<file path="config.mk">
export PLATFORM = sky130hd
export DESIGN_NAME = sbox_seq_ctrl
export DESIGN_NICKNAME = d
export VERILOG_FILES = /design/src/rtl/sbox_seq_pkg.sv /design/src/rtl/sbox_seq_arb.sv /design/src/rtl/sbox_seq_ctrl.sv
export SDC_FILE = /design/constraint.sdc
export NUM_CORES = 1
export LEC_CHECK = 0
export ABC_AREA = 1
export ABC_CLOCK_PERIOD_IN_PS = 2200
export CAP_MARGIN = 40
export CORE_UTILIZATION = 48
export CTS_BUF_LIST = sky130_fd_sc_hd__clkbuf_4 sky130_fd_sc_hd__clkbuf_8
export CTS_CLUSTER_DIAMETER = 200
export DETAILED_ROUTE_END_ITERATION = 8
export HOLD_SLACK_MARGIN = 0.03
export PLACE_DENSITY = 0.83
export SLEW_MARGIN = 20
export SYNTH_ARGS = -nofsm -noshare
export SYNTH_HDL_FRONTEND = slang
export SYNTH_SLANG_ARGS = --single-unit
export TNS_END_PERCENT = 20
</file>
<file path="constraint.sdc">
create_clock -name clk -period 2.2 [get_ports clk]
set_clock_uncertainty 0.15 [all_clocks]
set_input_delay 0.44 -clock clk [delete_from_list [all_inputs] [get_ports clk]]
set_output_delay 0.44 -clock clk [all_outputs]
set_load 0.05 [all_outputs]
</file>
<file path="src/rtl/sbox_seq_pkg.sv">
// Shared types and constants for the sbox sequencing controller.
package sbox_seq_pkg;

  localparam int unsigned NIBBLE_W = 4;
  localparam int unsigned PERF_W   = 16;

  typedef enum logic [1:0] {IDLE, ISSUE, DRAIN, RESP} state_e;

  typedef logic req_id_t;

endpackage

</file>
<file path="src/rtl/sbox_seq_arb.sv">
// Two-way round-robin arbiter; on a tie the requester other than the last winner is granted.
module sbox_seq_arb
  import sbox_seq_pkg::*;
(
  input  logic [1:0] i_valid,
  input  req_id_t    i_last_grant,
  output logic [1:0] o_grant
);

  always_comb begin
    o_grant = 2'b00;
    unique case (i_valid)
      2'b01:   o_grant = 2'b01;
      2'b10:   o_grant = 2'b10;
      2'b11:   o_grant = i_last_grant ? 2'b01 : 2'b10;
      default: o_grant = 2'b00;
    endcase
  end

endmodule

</file>
<file path="src/rtl/sbox_seq_ctrl.sv">
// Shares one registered sbox between two requesters, streaming words nibble by nibble.
// Define SBOX_SEQ_PERF_EN to add saturating grant and stall counters.
module sbox_seq_ctrl
  import sbox_seq_pkg::*;
#(
  parameter int unsigned NIBBLES = 4
) (
  input  logic                         clk,
  input  logic                         rst,
  input  logic                         req0_valid,
  output logic                         req0_ready,
  input  logic [NIBBLE_W*NIBBLES-1:0]  req0_data,
  input  logic                         req1_valid,
  output logic                         req1_ready,
  input  logic [NIBBLE_W*NIBBLES-1:0]  req1_data,
  output logic                         rsp_valid,
  input  logic                         rsp_ready,
  output logic [NIBBLE_W*NIBBLES-1:0]  rsp_data,
  output logic                         rsp_id,
  output logic [NIBBLE_W-1:0]          sbox_data,
  input  logic [NIBBLE_W-1:0]          sbox_out,
  output logic                         busy
`ifdef SBOX_SEQ_PERF_EN
  ,
  output logic [PERF_W-1:0]            perf_grant0,
  output logic [PERF_W-1:0]            perf_grant1,
  output logic [PERF_W-1:0]            perf_stall
`endif
);

  localparam int unsigned W     = NIBBLE_W * NIBBLES;
  localparam int unsigned IDX_W = (NIBBLES > 1) ? $clog2(NIBBLES) : 1;
  localparam logic [IDX_W-1:0] LAST_IDX = IDX_W'(NIBBLES - 1);

  state_e                            r_state, w_state_d;
  logic [IDX_W-1:0]                  r_idx;
  logic [NIBBLES-1:0][NIBBLE_W-1:0]  r_word;
  logic [W-1:0]                      r_result;
  req_id_t                           r_id, r_last_grant;
  logic [NIBBLE_W-1:0]               r_sbox_hold;
  logic [NIBBLE_W-1:0]               w_nibble;
  logic [1:0]                        w_grant;
  logic                              w_accept;
  logic [W+NIBBLE_W-1:0]             w_shift;

  sbox_seq_arb u_arb (
    .i_valid      ({req1_valid, req0_valid}),
    .i_last_grant (r_last_grant),
    .o_grant      (w_grant)
  );

  assign req0_ready = (r_state == IDLE) && w_grant[0];
  assign req1_ready = (r_state == IDLE) && w_grant[1];
  assign w_accept   = req0_ready | req1_ready;

  assign w_nibble  = r_word[r_idx];
  assign sbox_data = (r_state == ISSUE) ? w_nibble : r_sbox_hold;
  // Results arrive LSB nibble first, so shift in at the top and down by one nibble.
  assign w_shift   = {sbox_out, r_result};

  assign rsp_valid = (r_state == RESP);
  assign rsp_data  = r_result;
  assign rsp_id    = r_id;
  assign busy      = (r_state != IDLE);

  always_ff @(posedge clk) begin
    if (rst) r_state <= IDLE;
    else     r_state <= w_state_d;
  end

  always_comb begin
    w_state_d = r_state;
    unique case (r_state)
      IDLE:    if (w_accept) w_state_d = ISSUE;
      ISSUE:   if (r_idx == LAST_IDX) w_state_d = DRAIN;
      DRAIN:   w_state_d = RESP;
      RESP:    if (rsp_ready) w_state_d = IDLE;
      default: w_state_d = IDLE;
    endcase
  end

  always_ff @(posedge clk) begin
    if (rst) begin
      r_idx        <= '0;
      r_word       <= '0;
      r_result     <= '0;
      r_id         <= 1'b0;
      r_last_grant <= 1'b1;
      r_sbox_hold  <= '0;
    end else begin
      if (w_accept) begin
        r_word       <= req1_ready ? req1_data : req0_data;
        r_id         <= req1_ready;
        r_last_grant <= req1_ready;
        r_idx        <= '0;
      end
      if (r_state == ISSUE) begin
        r_sbox_hold <= w_nibble;
        r_idx       <= r_idx + 1'b1;
        if (r_idx != '0) r_result <= w_shift[W+NIBBLE_W-1:NIBBLE_W];
      end
      if (r_state == DRAIN) r_result <= w_shift[W+NIBBLE_W-1:NIBBLE_W];
    end
  end

`ifdef SBOX_SEQ_PERF_EN
  logic [PERF_W-1:0] r_perf_g0, r_perf_g1, r_perf_stall;

  always_ff @(posedge clk) begin
    if (rst) begin
      r_perf_g0    <= '0;
      r_perf_g1    <= '0;
      r_perf_stall <= '0;
    end else begin
      if (req0_ready && (r_perf_g0 != '1)) r_perf_g0 <= r_perf_g0 + 1'b1;
      if (req1_ready && (r_perf_g1 != '1)) r_perf_g1 <= r_perf_g1 + 1'b1;
      if ((r_state == RESP) && !rsp_ready && (r_perf_stall != '1)) begin
        r_perf_stall <= r_perf_stall + 1'b1;
      end
    end
  end

  assign perf_grant0 = r_perf_g0;
  assign perf_grant1 = r_perf_g1;
  assign perf_stall  = r_perf_stall;
`endif

endmodule

</file>
* After elaboration in Yosys (flattened, before gate mapping)
Cells that the tools add are included.
Storage, ports and cells: output and inout bits 25, input port bits 41, logic and storage cells 48, flip-flop bits (word level) 42
Operators by class: magnitude comparators 1, reduce and logical (&&, ||, !) cells 10, eq/ne operators 10, add/sub/neg operators 1, muxes and demuxes 15, bitwise gates (word level) 1
Operator list (count):
- $mux 16 | 4
- $mux 2 | 6
- $eq 2x2->1 const B | 5
- $reduce_bool 2->1 | 5
- $bmux 4 s2 | 1
- $mux 4 | 2
- $pmux 2 s4 | 1
- $pmux 2 s3 | 1
- $eq 2x1->1 const B | 2
- $ne 2x2->1 const B | 2
- $lt 2x3->1 const B | 1
- $reduce_and 3->1 | 1
- $add 2x1->2 const B | 1
- $logic_and 1x1->1 | 2
- $logic_not 2->1 | 1
- $ne 2x1->1 const B | 1
- $reduce_and 2->1 | 1
- $or 1x1->1 | 1

* Logic depth before layout (Yosys ltp)
Gate-level depths: netlist (run 1).
word-level depth 6, mapped depth 9, gate-level depth less buffers 8

* By module
Synthesis (run 1) repeated with hierarchy kept, for this count alone.
Second synthesis, totals: cell total of the unflattened synthesis 301, area total of the unflattened synthesis 2028.2 µm²
Modules (own cells, without submodules):
- sbox_seq_ctrl | area each 2006.9 µm², sequential area each 840.8 µm², cells each 296, instances 1
- sbox_seq_arb | area each 21.3 µm², sequential area each 0.0 µm², cells each 5, instances 1

* Least setup slack after synthesis (run 1)
OpenSTA, ideal clock, no wires.
path kind register -> output, start reg r_state[1], end out sbox_data[0], cell stages (with the launch flop) 7, required time 1.610 ns, path buffers 1, arrival 1.281 ns, setup slack 0.329 ns, cell sequence dfxtp_1 -> inv_1 -> ha_1 -> clkbuf_1 -> or2_1 -> nand2_1 -> inv_1
Between the ends: longest elaborated chain between the ends 2
Ends and longest elaborated chain:
- from (decl) | RTL line sbox_seq_ctrl.sv:35 | state_e r_state, w_state_d;
- from (signal assigned) | RTL line sbox_seq_ctrl.sv:68 | else r_state <= w_state_d;
- $eq 2x1->1 | RTL line sbox_seq_ctrl.sv:57 | assign sbox_data = (r_state == ISSUE) ? w_nibble : r_sbox_hold;
- $mux 4
- to (decl) | RTL line sbox_seq_ctrl.sv:20 | output logic [NIBBLE_W-1:0] sbox_data,
No other way between the ends.

* Worst setup path in the final report (run 1)
start reg r_state[1], end out req0_ready
Between the ends: longest elaborated chain between the ends 2
Ends and longest elaborated chain:
- $logic_not 2->1 | RTL line sbox_seq_ctrl.sv:52 | assign req0_ready = (r_state == IDLE) && w_grant[0];
- $logic_and 1x1->1 | RTL line sbox_seq_ctrl.sv:52
- to (decl) | RTL line sbox_seq_ctrl.sv:11 | output logic req0_ready,
No other way between the ends.

==> impl_metrics.csv, run 1 <==
group,metric,value,unit
global_route,grt_max_degree,25,
yosys,ys_seq_elements,42,
clocking,clock-sinks,42,
drt,drc_errors,0,
layout,multiInputGateArea,1020,µm²
sta,worst_slew_pin_slew,526,ps
drt,ant_nets,0,
power,leakagePower,0.00150,µW
clocking,cts_hold_buf,0,
global_route,grt_pass1_wl,8600,µm
drt,wl,5180,µm
sta,tns,0,ps
yosys,yosys.area.top_type,"dfxtp_1",
power,cellPowerDensity,1530,nW/µm²
floorplan,core_area,4120,µm²
layout,final_core_util,73.1,%
worst_setup_path,worst_setup_path_start_kind,"flop",
global_route,grt_usage,24.6,%
layout,regArea,842,µm²
floorplan,std_cell_rows,23,
worst_setup_path,worst_setup_path_end_kind,"primary output",
global_route,grt_pass1_vias,2024,
worst_setup_path,worst-path-buf-inv,2,
floorplan,dieHeight,68.3,µm
clocking,cts_inserted_buffers,5,
power,ir_worst_vdd,1.13,mV
floorplan,start_util,51.2,%
yosys,yosys_warnings,0,
placed_design,numPortBuffers,65,
worst_setup_path,reg2reg_slack,400,ps
yosys,syn_nets,353,
worst_setup_path,worstPathCellList,"inv_1 -> ha_1 -> nand2_1 -> a21oi_4 -> buf_12",
worst_setup_path,cp_max_fo,4,
worst_setup_path,cpLargestDelayFamily,"flip-flops",
layout,nets,420,
placed_design,hpwl,3710,µm
worst_setup_path,required,1610,ps
layout,drive_above_1_share,13.1,%
placed_design,gp_congestion,0.797,
sta,holdWs,364,ps
drt,viasPerCell,4.88,
sta,max_slew_margin,64.8,%
flow_run,maxCapViolations,0,
worst_hold_path,min_path_type,"reg2reg",
sta,post-route-min-period,2100,ps
sta,timing.final.crit_share,95.3,%
sta,rsz0062_at_grt,"no",
yosys,synthCells,306,
floorplan,die_area,4660,µm²
yosys,seq_area_frac_synth,39.9,%
floorplan,io_pins,66,
global_route,gr-total-overflow,0,
yosys,yosys-top-cells-area,"dfxtp_1 (40%), nand2_1 (12%), nand3_1 (9.0%)",
drt,vias,2071,
worst_setup_path,critical_path.max_stage_delay,340,ps
floorplan,floorplan.die.width,68.3,µm
sta,hold_viol_final,0,
worst_setup_path,crit_path_top_delay_cell,"dfxtp_2",
sta,fmax,0.477,GHz
drt,drtPass1Iterations,4,
sta,setup_violations,0,
clocking,clk_latency,290,ps
yosys,syn_area_per_cell,6.89,µm²
layout,area_growth,42.6,%
layout,antenna_cells,0,
clocking,tritoncts,"yes",
global_route,antenna_found_initial,0,
layout,nFillCells,348,
yosys,synth_area,2110,µm²
sta,maxSlewViolCount,0,
worst_setup_path,critPathKind,"reg2out",
clocking,clockRootBuffer,"clkbuf_8",
clocking,h-tree-depth,2,
worst_setup_path,cp.arrival,1510,ps
yosys,netlist.area_leader.share,39.9,%
drt,drt_iter0_drc,127,
yosys,synth_cell_type_count,25,
clocking,clkTransAtPathRegs,80,ps
status,outcome,"complete, no violations",
clocking,clockBufferDepth,2,
drt,wire_per_inst,12.2,µm
==> state kept, by name, indices dropped and copies added (netlist names) <==
signal        flops
r_word           16
rsp_data         16
r_sbox_hold       4
r_idx             2
r_state           2
r_last_grant      1
rsp_id            1
==> routing by layer <==
| layer | up-vias | GRT usage [%] | share of wire (%) |
|---|---|---|---|
| met1 | 943 | 27.5 | 43 |
| met2 | 48 | 44.4 | 50 |
| met3 | 10 | 6.50 | 4.8 |
| met5 | - | 0 | 0 |
| li1 | 1070 | - | - |
| met4 | 0 | 8.59 | 1.8 |
==> what timing repair did <==
item                       4_1_cts  5_1_grt
setup endpoints to repair        4        4
gates resized for setup          1        2
setup buffers                    0        0
==> cell usage after synthesis <==
cell type	number
a211o_1	1
a21oi_1	2
a21oi_2	1
a21oi_4	2
buf_2	2
buf_4	2
buf_6	1
buf_8	1
clkbuf_1	7
dfxtp_1	42
ha_1	6
inv_1	45
inv_2	4
nand2_1	70
nand2_2	7
nand2_4	1
nand3_1	38
nand3_2	7
nand4_1	1
nor2_1	43
nor3_1	1
nor3_2	1
o21ai_0	1
o21ai_1	16
or2_1	4
==> metrics by stage <==
stage | setup WS [ps] | instances | total power (µW) | cell area (µm²)
floorplan | 329 | 306 | 3020 | 2110
global placement | 137 | 416 | 3940 | 2880
detailed placement | 106 | 416 | 4010 | 2880
CTS | 47.8 | 424 | 4620 | 3000
global route | 18.3 | 424 | 4910 | 3010
finish | 102 | 424 | 4610 | 3010
==> cell families after synthesis <==
| logic type | Yosys count | synth area share, % |
|---|---|---|
| flops | 42 | 39.9 |
| simple gates | 173 | 37.3 |
| compound gates | 23 | 6.88 |
| buf+inv | 62 | 12.4 |
| fa+ha+maj | 6 | 3.56 |
==> tightest hold or removal path, cell delays in order, from the launching register on <==
cell     delay (ps)
dfxtp_1         330
nor2_1          100
nor2_1           50
==> final cells by class <==
class | count | area share [%]
multi-input combinational | 202 | 33.9
tap | 50 | 2.08
sequential | 42 | 28.0
inverter | 49 | 6.12
timing repair buffer | 73 | 26.3
clock inverter | 3 | 1.33
clock buffer | 5 | 2.29
==> placed cells by master, fill, tap and decap left out <==
| cell | Yosys | layout |
|---|---|---|
| inv_2 | 4 | 4 |
| nor2_1 | 43 | 43 |
| nand2_4 | 1 | 1 |
| o21ai_0 | 1 | 1 |
| a21oi_4 | 2 | 2 |
| ha_1 | 6 | 5 |
| nor3_2 | 1 | 1 |
| nand4_1 | 1 | 1 |
| clkdlybuf4s50_1 | 0 | 57 |
| nand2_1 | 70 | 70 |
| nand3_1 | 38 | 38 |
| or2_1 | 4 | 4 |
| a21oi_1 | 2 | 2 |
| buf_12 | 0 | 8 |
| nand2_2 | 7 | 7 |
| a21oi_2 | 1 | 1 |
| o21ai_1 | 16 | 16 |
| clkbuf_8 | 0 | 5 |
| nand3_2 | 7 | 7 |
| inv_1 | 45 | 45 |
| dfxtp_1 | 42 | 41 |
| clkinv_2 | 0 | 2 |
| dfxtp_2 | 0 | 1 |
| ha_4 | 0 | 1 |
| buf_4 | 2 | 8 |
| a211o_1 | 1 | 1 |
| nor3_1 | 1 | 1 |
| bufinv_16 | 0 | 1 |
==> power by group <==
part / internal (µW) / switching, µW / total, µW
sequential: 1050 / 190 / 1240
combinational: 1040 / 1740 / 2780
clock: 334 / 262 / 596
total: 2430 / 2190 / 4610
==> worst paths after layout <==
path,startpoint,end,cells after the start
hold / removal,rsp_data[11]$_SDFFE_PP0P_,rsp_data[7]$_SDFFE_PP0P_,2
setup reg to reg,r_state[1]$_SDFFE_PP0P_,r_word[12]$_SDFFE_PP0P_,9
hold reg to reg,rsp_data[11]$_SDFFE_PP0P_,rsp_data[7]$_SDFFE_PP0P_,2
setup / recovery,r_state[1]$_SDFFE_PP0P_,req0_ready,5
Note: power is estimated with default switching activity, not from simulation.
==> inputs of run 2 (changes only) <==
--- a/config.mk
+++ b/config.mk
@@ -6,14 +6,14 @@
 export NUM_CORES = 1
 export LEC_CHECK = 0
 export ABC_AREA = 1
-export ABC_CLOCK_PERIOD_IN_PS = 2200
+export ABC_CLOCK_PERIOD_IN_PS = 2550
 export CAP_MARGIN = 40
-export CORE_UTILIZATION = 48
+export CORE_UTILIZATION = 52
 export CTS_BUF_LIST = sky130_fd_sc_hd__clkbuf_4 sky130_fd_sc_hd__clkbuf_8
 export CTS_CLUSTER_DIAMETER = 200
 export DETAILED_ROUTE_END_ITERATION = 8
 export HOLD_SLACK_MARGIN = 0.03
-export PLACE_DENSITY = 0.83
+export PLACE_DENSITY = 0.89
 export SLEW_MARGIN = 20
 export SYNTH_ARGS = -nofsm -noshare
 export SYNTH_HDL_FRONTEND = slang
==> constraint.sdc (replaced) <==
create_clock -name clk -period 2.55 [get_ports clk]
set_clock_uncertainty 0.15 [all_clocks]
set_input_delay 0.51 -clock clk [delete_from_list [all_inputs] [get_ports clk]]
set_output_delay 0.51 -clock clk [all_outputs]
set_load 0.05 [all_outputs]
==> run 2 against run 1 <==
  * Die area shrank 7.5%
  * Combinational power decreased by 15%
  * Non-clock buffer count fell by 1
  * Sequential power shrank 15%
  * Largest cell class unchanged
==> impl_metrics.csv, run 2 (same netlist as run 1, synthesis figures left out) <==
group,metric,value,unit
flow_run,maxCapViolations,0,
sta,rsz0062_at_grt,"no",
drt,wl,5090,µm
clocking,clkTransAtPathRegs,80,ps
floorplan,floorplan.die.width,65.7,µm
drt,viasPerCell,5.01,
layout,area_growth,40.1,%
global_route,grt_max_degree,21,
worst_setup_path,worst_setup_path_end_kind,"primary output",
worst_setup_path,critPathKind,"reg2out",
clocking,cts_hold_buf,0,
global_route,grt_usage,26.1,%
drt,drc_errors,0,
power,leakagePower,0.00147,µW
drt,drt_iter0_drc,75,
clocking,cts_setup_buffers,0,
worst_setup_path,cp_max_fo,4,
worst_setup_path,crit_path_top_delay_cell,"clkdlybuf4s50_1",
sta,max_slew_margin,64.8,%
sta,maxSlewViolCount,0,
layout,mostFrequentLayoutCells,"nand2_1 (70), clkdlybuf4s50_1 (58), inv_1 (45)",
sta,post-route-min-period,2350,ps
clocking,clock-sinks,42,
floorplan,die_area,4310,µm²
clocking,cts_inserted_buffers,5,
drt,vias,2109,
power,finalPower,3860,µW
layout,antenna_cells,0,
layout,fin_area,2950,µm²
sta,timing.final.crit_share,92.2,%
global_route,grt_pass1_vias,1990,
global_route,gr-total-overflow,0,
floorplan,std_cell_rows,22,
worst_setup_path,required,1890,ps
drt,ant_nets,0,
placed_design,hpwl,3640,µm
layout,drive_above_1_share,12.1,%
worst_setup_path,cp.arrival,1690,ps
global_route,grt_pass1_wl,8520,µm
floorplan,core_area,3770,µm²
sta,fmax,0.425,GHz
drt,wire_per_inst,12.1,µm
sta,worst_slew_pin_slew,527,ps
sta,hold_viol_final,0,
clocking,clockBufferDepth,2,
worst_setup_path,worst_setup_path_start_kind,"flop",
drt,drtPass1Iterations,4,
status,outcome,"complete, no violations",
worst_setup_path,critical_path.max_stage_delay,800,ps
floorplan,start_util,55.9,%
sta,tns,0,ps
placed_design,gp_congestion,0.771,
placed_design,numPortBuffers,65,
placed_design,placed_cell_area,2860,µm²
sta,holdWs,362,ps
worst_hold_path,min_path_type,"reg2reg",
power,cellPowerDensity,1310,nW/µm²
layout,layout_commonest_cell,"nand2_1",
sta,setup_violations,0,
floorplan,io_pins,66,
clocking,clk_latency,300,ps
power,ir_worst_vdd,0.988,mV
clocking,ctsResizeCount,0,
global_route,antenna_found_initial,0,
clocking,tritoncts,"yes",
worst_setup_path,worstPathCellList,"ha_1 -> clkdlybuf4s50_1",
clocking,h-tree-depth,2,
clocking,clockRootBuffer,"clkbuf_8",
layout,nets,419,
layout,final_core_util,78.3,%
floorplan,dieHeight,65.7,µm
## run 2: final cells by class
cell class,instances,area (µm²)
clock buffers,5,68.8
repair buffers,72,773
flip-flops and latches,42,841
multi-input cells,202,1010
clock inverters,3,21.3
inverters,49,184
fillers,258,817
well taps,48,60.1
## run 2: critical path: cells and delay by family, from the launching register on
family / cells / cell delay (ps)
DFF: 1 / 400
adders and majority gates: 1 / 190
buffers and inverters: 1 / 800
## run 2: layer usage
metal | GRT usage (%) | up-vias | share of wire (%)
met3 | 8.51 | 13 | 6.2
met1 | 28.3 | 968 | 41
met2 | 45.4 | 62 | 50
met4 | 12.0 | 0 | 2.6
li1 | - | 1066 | -
met5 | 0 | - | 0
## run 2: report_power, final
group / switching [µW] / leakage [µW] / internal [µW]
logic: 1500 / 0.00108 / 867
registers: 158 / 0.000345 / 903
clock network: 235 / 0.0000441 / 192
total: 1900 / 0.00147 / 1960
## run 2: path summary, 6_finish.rpt
kind                                                 to  slack [ps]                     from  depth (start not counted)
worst min register to register      rsp_id$_SDFFE_PP0P_         360      rsp_id$_SDFFE_PP0P_                          2
worst max-delay path                          rsp_valid         200  r_state[0]$_SDFFE_PP0P_                          2
worst max register to register  r_word[11]$_SDFFE_PP0P_         750  r_state[0]$_SDFFE_PP0P_                          9
worst min-delay path                rsp_id$_SDFFE_PP0P_         360      rsp_id$_SDFFE_PP0P_                          2
## run 2: through the flow
step	std cells	worst slack, ps
detailed placement	413	333
floorplan	306	609
CTS	421	210
global route	421	114
global placement	413	359
finish	421	199
